**src/rtl/rega_countdown_ctrl.sv**
```systemverilog
// rega_countdown_ctrl: BCD mm:ss irrigation countdown with valve drive.
// Loads a preset, decrements once per TICK_DIV clocks, pulses done at 00:00.
module rega_countdown_ctrl #(
  parameter int unsigned TICK_DIV = 50_000_000
) (
  input  logic       clk,
  input  logic       init_n,
  input  logic       start,
  input  logic       pause,
  input  logic       abort,
  input  logic [3:0] preset_min_t,
  input  logic [3:0] preset_min_u,
  input  logic [3:0] preset_sec_t,
  input  logic [3:0] preset_sec_u,
  output logic [3:0] min_t,
  output logic [3:0] min_u,
  output logic [3:0] sec_t,
  output logic [3:0] sec_u,
  output logic       valve,
  output logic       busy,
  output logic       done,
  output logic       bad_preset
);

  // TICK_DIV must be at least 2, so the prescaler is always at least one bit wide.
  localparam int unsigned PW = (TICK_DIV > 1) ? $clog2(TICK_DIV) : 1;
  localparam logic [PW-1:0] PRESC_LAST = PW'(TICK_DIV - 1);

  // Digit index 0 = sec_u, 1 = sec_t, 2 = min_u, 3 = min_t.
  localparam logic [3:0][3:0] DIGIT_MAX = {4'd5, 4'd9, 4'd5, 4'd9};

  typedef enum logic [1:0] {
    ST_IDLE  = 2'd0,
    ST_RUN   = 2'd1,
    ST_PAUSE = 2'd2,
    ST_DONE  = 2'd3
  } state_t;

  state_t          state_reg, state_next;
  logic [PW-1:0]   presc_reg, presc_next;
  logic [3:0][3:0] digit_reg, digit_next;
  logic            valve_reg, valve_next;
  logic            bad_reg, bad_next;

  logic [3:0][3:0] preset_digit;
  logic [3:0][3:0] digit_dec;
  logic [3:0]      borrow;
  logic [3:0]      digit_ok;
  logic            preset_valid;
  logic            dec_zero;
  logic            tick;

  assign preset_digit = {preset_min_t, preset_min_u, preset_sec_t, preset_sec_u};
  assign borrow[0]    = 1'b1;

  // Borrow chain: a digit at 0 wraps to its maximum and borrows from the next one up.
  generate
    for (genvar gi = 0; gi < 4; gi++) begin : g_digit
      assign digit_dec[gi] = !borrow[gi]           ? digit_reg[gi] :
                             (digit_reg[gi] == 4'd0) ? DIGIT_MAX[gi] :
                                                       digit_reg[gi] - 4'd1;
      assign digit_ok[gi]  = (preset_digit[gi] <= DIGIT_MAX[gi]);
      if (gi < 3) begin : g_borrow
        assign borrow[gi+1] = borrow[gi] && (digit_reg[gi] == 4'd0);
      end
    end
  endgenerate

  assign preset_valid = (&digit_ok) && (preset_digit != '0);
  assign dec_zero     = (digit_dec == '0);
  assign tick         = (presc_reg == PRESC_LAST);

  always_ff @(posedge clk or negedge init_n) begin
    if (!init_n) begin
      state_reg <= ST_IDLE;
      presc_reg <= '0;
      digit_reg <= '0;
      valve_reg <= 1'b0;
      bad_reg   <= 1'b0;
    end else begin
      state_reg <= state_next;
      presc_reg <= presc_next;
      digit_reg <= digit_next;
      valve_reg <= valve_next;
      bad_reg   <= bad_next;
    end
  end

  always_comb begin
    state_next = state_reg;
    presc_next = presc_reg;
    digit_next = digit_reg;
    valve_next = 1'b0;
    bad_next   = 1'b0;

    case (state_reg)
      ST_IDLE: begin
        if (start) begin
          if (preset_valid) begin
            digit_next = preset_digit;
            presc_next = '0;
            valve_next = 1'b1;
            state_next = ST_RUN;
          end else begin
            bad_next = 1'b1;
          end
        end
      end

      // A paused cycle with pause released counts like a run cycle, so the
      // run is stretched by exactly the number of cycles spent in PAUSE.
      ST_RUN, ST_PAUSE: begin
        if (abort) begin
          digit_next = '0;
          presc_next = '0;
          state_next = ST_IDLE;
        end else if (pause) begin
          state_next = ST_PAUSE;
        end else if (tick) begin
          presc_next = '0;
          digit_next = digit_dec;
          if (dec_zero) begin
            state_next = ST_DONE;
          end else begin
            valve_next = 1'b1;
            state_next = ST_RUN;
          end
        end else begin
          presc_next = presc_reg + PW'(1);
          valve_next = 1'b1;
          state_next = ST_RUN;
        end
      end

      ST_DONE: begin
        state_next = ST_IDLE;
      end

      default: begin
        digit_next = '0;
        presc_next = '0;
        state_next = ST_IDLE;
      end
    endcase
  end

  assign min_t      = digit_reg[3];
  assign min_u      = digit_reg[2];
  assign sec_t      = digit_reg[1];
  assign sec_u      = digit_reg[0];
  assign valve      = valve_reg;
  assign busy       = (state_reg == ST_RUN) || (state_reg == ST_PAUSE);
  assign done       = (state_reg == ST_DONE);
  assign bad_preset = bad_reg;

endmodule

```
**config.mk**
```make
export PLATFORM = sky130hd
export DESIGN_NAME = rega_countdown_ctrl
export DESIGN_NICKNAME = d
export VERILOG_FILES = /design/src/rtl/rega_countdown_ctrl.sv
export SDC_FILE = /design/constraint.sdc
export NUM_CORES = 1
export LEC_CHECK = 0
export ABC_AREA = 1
export CORE_ASPECT_RATIO = 1.1
export CORE_MARGIN = 4
export CORE_UTILIZATION = 40
export CTS_BUF_LIST = sky130_fd_sc_hd__clkbuf_16
export CTS_CLUSTER_DIAMETER = 80
export CTS_CLUSTER_SIZE = 28
export DETAILED_ROUTE_END_ITERATION = 7
export PLACE_DENSITY = 0.61
export RECOVER_POWER = 50
export SLEW_MARGIN = 15
export SYNTH_ARGS = -nofsm -noshare
export SYNTH_HDL_FRONTEND = slang
export SYNTH_SLANG_ARGS = --single-unit
```
**constraint.sdc**
```tcl
create_clock -name clk -period 4.6 [get_ports clk]
set_clock_uncertainty 0.05 [all_clocks]
set_input_delay 0.92 -clock clk [delete_from_list [all_inputs] [get_ports clk]]
set_output_delay 0.92 -clock clk [all_outputs]
set_load 0.1 [all_outputs]
```
# ---- After elaboration in Yosys (flattened, before gate mapping)
# Index checks and enable logic that the tools add are counted.
dict set report totals {
  register_bits 46
  out_inout_bits 20
  word_cells 78
}
dict set report op_classes {
  add_sub_neg 5
  order_cmp 4
  eq_ne 8
  muxes 36
  reduce_logical 17
}
# operator count
set ops {}
lappend ops {{$mux 26} 5}
lappend ops {{$mux 16} 5}
lappend ops {{$pmux 26 s2} 1}
lappend ops {{$pmux 16 s2} 1}
lappend ops {{$mux 4} 7}
lappend ops {{$add 26x1->26 const B} 1}
lappend ops {{$eq 26x26->1 const B} 1}
lappend ops {{$logic_not 16->1} 1}
lappend ops {{$logic_not 4->1} 4}
lappend ops {{$reduce_bool 16->1} 1}
lappend ops {{$sub 4x1->4 const B} 4}
lappend ops {{$mux 2} 6}
lappend ops {{$mux 1} 9}
lappend ops {{$le 4x3->1 const B} 2}
lappend ops {{$le 4x4->1 const B} 2}
lappend ops {{$reduce_and 4->1} 2}
lappend ops {{$ne 3x3->1 const B} 2}
lappend ops {{$pmux 2 s3} 1}
lappend ops {{$reduce_and 5->1} 1}
lappend ops {{$eq 2x2->1 const B} 2}
lappend ops {{$ne 2x2->1 const B} 2}
lappend ops {{$logic_and 1x1->1} 3}
lappend ops {{$eq 2x1->1 const B} 1}
lappend ops {{$logic_not 2->1} 1}
lappend ops {{other kinds (5)} 5}

# ---- Logic depth before layout (Yosys ltp)
dict set report depth {
  word_depth 10
  mapped_depth 13
  depth_no_buf 13
}

# ---- Least setup slack after synthesis
# No wires, ideal clock.
dict set report synth_path {
  kind {flip-flop to flip-flop}
  start {register state_reg[1]}
  end {register presc_reg[14]}
  t_arrival_ns 2.446
  t_required_ns 4.422
  setup_slack_ns 1.976
  path_stages_with_launch 11
  period_less_slack_ns 2.624
  path_cell_list {dfrtp_1 > inv_1 > ha_1 > inv_1 > nor2_2 > inv_1 > o22ai_2 > inv_1 > nand2_1 > buf_2 > o21ai_0}
}
dict set report synth_between {
  elab_chain_cells 4
  word_cells_on_any_way 10
  cone_classes {5 x eq/ne; 1 x mux; 4 x reduce/logical}
}
# item line
set synth_rtl {}
lappend synth_rtl {{start: declaration} 39} ;# state_t state_reg, state_next;
lappend synth_rtl {{start signal: assignment} 81} ;# state_reg <= state_next;
lappend synth_rtl {{$eq 2x1->1 or $eq 2x2->1 (tied branches)} 96} ;# case (state_reg)
lappend synth_rtl {{$reduce_or 2->1} 96}
lappend synth_rtl {{$ne 3x3->1 (no line) or $reduce_bool 2->1 (tied branches)} n/a}
lappend synth_rtl {{$reduce_and 4->1 (no line)} n/a}
lappend synth_rtl {{end signal: assignment} 82} ;# presc_reg <= presc_next;
lappend synth_rtl {{end: declaration} 40} ;# logic [PW-1:0] presc_reg, presc_next;
# Several ways; a longest one is shown, not always the timed one.
# A chain may end at the register's enable or synchronous reset.

# ---- Worst setup path in the final report
dict set report layout_path {
  start {input abort}
  end {register presc_reg[21]}
}
dict set report layout_between {
  elab_chain_cells 2
  word_cells_on_any_way 4
  cone_classes {1 x eq/ne; 2 x mux; 1 x reduce/logical}
}
# item line
set layout_rtl {}
lappend layout_rtl {{start: declaration} 10} ;# input logic abort,
lappend layout_rtl {{$ne 3x3->1 (no line) or $mux 26 (tied branches)} n/a}
lappend layout_rtl {{$reduce_and 4->1 (no line) or $pmux 26 s2 (tied branches)} n/a}
# Several ways; a longest one is shown, not always the timed one.

==> results_dict.tcl <==
set metrics [dict create \
    status "complete, but fails checks" \
    violations "max-capacitance violations, max-slew violations" \
    grt_pass1_wl_um 16880 \
    critical_path_class "primary input to flip-flop" \
    p_leak_uw 0.001852 \
    hold_buffers 0 \
    finalCritPeriodShare_pct 81.01 \
    tritoncts "yes" \
    vias 3530 \
    synth_edf_count 0 \
    hold_class "flip-flop to flip-flop" \
    cts_resized 0 \
    antenna_found_initial 0 \
    row_count 35 \
    fmax_ghz 0.2683 \
    ys_types 38 \
    syn_inst 526 \
    yosysMostFrequentCell "nand2_1" \
    syn_area_um2 3468 \
    p_int_uw 1096 \
    vdd_drop_max_uv 228.8 \
    ys_seq_elements 46 \
    fin_util_pct 47.99 \
    layout-drive-gt1-share_pct 5.000 \
    drcViolationCount 0 \
    slew_headroom_pct -74.23 \
    first_iter_violations 210 \
    multi_input_area_um2 1974 \
    hold_viol_final 0 \
    core_um2 8408 \
    tns_ns 0 \
    path_max_fanout 31 \
    cts.sinks 46 \
    grt_overflow 0 \
    num_antenna_cells 0 \
    power_density_nw_per_um2 663.9 \
    ys_dominant_reg_cell "dfrtp_1" \
    die_width_um 96.79 \
    pin_count 41 \
    nFillCells 867 \
    grt_pass1_vias 3562 \
    vias_per_cell 5.261 \
    dieArea_um2 10230 \
    yosys.area.top_type "dfrtp_1" \
    port-buffer-count 40 \
    grt_max_degree 47 \
    clkTransAtPathRegs_ns 0.07 \
    setup_slack_ns 0.8735 \
    pwr-share-clk_pct 13.1 \
    chipHeight_um 105.7 \
    grt_usage_pct 19.67 \
    clock_path_buffers 2 \
    drt_first_pass_iters 5 \
    wl_per_cell_um 14.54 \
    drv_slew 47 \
    htreeDepth 2 \
    period_needed_ns 3.727 \
    start_kind "primary input" \
    seq_area_frac_synth_pct 33.19 \
    place_ws_ns 1.093 \
    area_growth_pct 16.34 \
    cts_root_buf "clkbuf_16" \
    start_util_pct 41.25 \
    worst_slew_pin_slew_ns 2.613 \
    yosysWarnings 0 \
    wirelength_um 9757 \
    fin_nets 584 \
    drv_cap 1 \
    synth-async-reset-ratio_pct 100.0 \
    seq_area_um2 1151 \
    netlist_top_cells_count "nand2_1, nand3_1, inv_1, nor2_1, dfrtp_1" \
    setup-violations-final 0 \
    cts_made_buffers 5 \
    place_hpwl_um 7195 \
    synth_fp_nets 550 \
    switching_share_pct 59.09 \
    endpoint_kind "flip-flop" \
    cp.required_ns 4.74 \
    clock_latency_ns 0.29 \
    largest_register_ffs 26 \
    rsz0062_at_grt "no" \
    seqPwrFrac_pct 21.8 \
    syn_area_per_cell_um2 6.594 \
    netlist.area_leader.share_pct 33.19 \
    gp_congestion 0.9244 \
    antenna_left 0 \
    synth_area_leaders "dfrtp_1, nand2_1, nand3_1" \
    switchingPower_uw 1583 \
    combinationalPowerShare_pct 65.1 \
    worstPathArrival_ns 3.87 \
    post_cts_buffers 0 \
]
-- area by class of cell --
type	count	share of cell area [%]
inverters	59	5.488
flip-flops and latches	46	28.53
repair buffers	44	10.26
clock inverters	2	0.2481
well taps	111	3.442
multi-input cells	404	48.93
clock buffers	5	3.101
-- power by group through the flow --
stage	combinational (µW)	sequential, µW	clock, µW
after floorplan	1010	1020	0
after global placement	1740	588	0
after detailed placement	1760	592	0
after CTS	1760	586	361
after global routing	1890	601	373
final	1740	585	351
-- final timing paths --
path / startpoint / end / slack, ns / cells past startpoint
worst min register to register: sec_t[1] / sec_t[1] / 0.47 / 2
worst min-delay path: sec_t[1] / sec_t[1] / 0.47 / 2
worst max-delay path: abort / presc_reg[21] / 0.87 / 10
worst max register to register: state_reg[0] / presc_reg[21] / 1.61 / 11
max in group asynchronous: init_n / presc_reg[10] / 1.61 / 1
min in group asynchronous: init_n / sec_t[2] / 1.39 / 1
-- cell usage in the layout (no fill, tap or decap), drive strengths merged, types with 13 or more instances in the layout --
cell type      synthesis  layout
nand2                162     162
inv                   59      59
o21ai                 36      36
clkdlybuf4s50          0      32
nand3                 65      65
nor2                  62      62
nand4                 13      13
xor2                  15      15
dfrtp                 46      46
nor3                  22      22
-- per-stage QoR --
step                total power, µW  hold slack, ns  instance area (µm²)  std cells
floorplan                      2030          0.4213                 3468        526
global placement               2332          0.4521                 3909        664
detailed placement             2348          0.4644                 3909        664
CTS                            2703          0.4801                 4044        671
global route                   2868          0.5003                 4035        671
finish                         2679          0.4722                 4035        671
-- metal layers --
metal | vias up | wire length, µm | track usage, %
li1 | 1781 | - | -
met5 | - | 0 | 0
met1 | 1639 | 4379 | 23.79
met4 | 0 | 200 | 6.820
met3 | 15 | 431 | 3.375
met2 | 95 | 4745 | 35.06
-- critical path, cell delays in order --
cell	delay (ns)
clkdlybuf4s50_1	0.45
clkbuf_1	0.71
nor2_2	0.07
buf_4	0.21
inv_1	0.23
o22ai_2	0.14
a21oi_4	0.61
buf_4	0.33
nand3_1	0.09
o21ai_0	0.10
-- logic make-up (layout without fill, tap and decap cells) --
family / Yosys count / count (layout) / share of synthesized area [%]
buffers and inverters: 76 / 110 / 9.884
AOI/OAI and AO/OA: 53 / 53 / 9.668
and+or+nand+nor: 332 / 332 / 42.14
adders and majority gates: 3 / 3 / 1.082
DFF: 46 / 46 / 33.19
xor gates and xnor gates: 16 / 16 / 4.041
No activity file was read; power rests on OpenSTA's default activity.
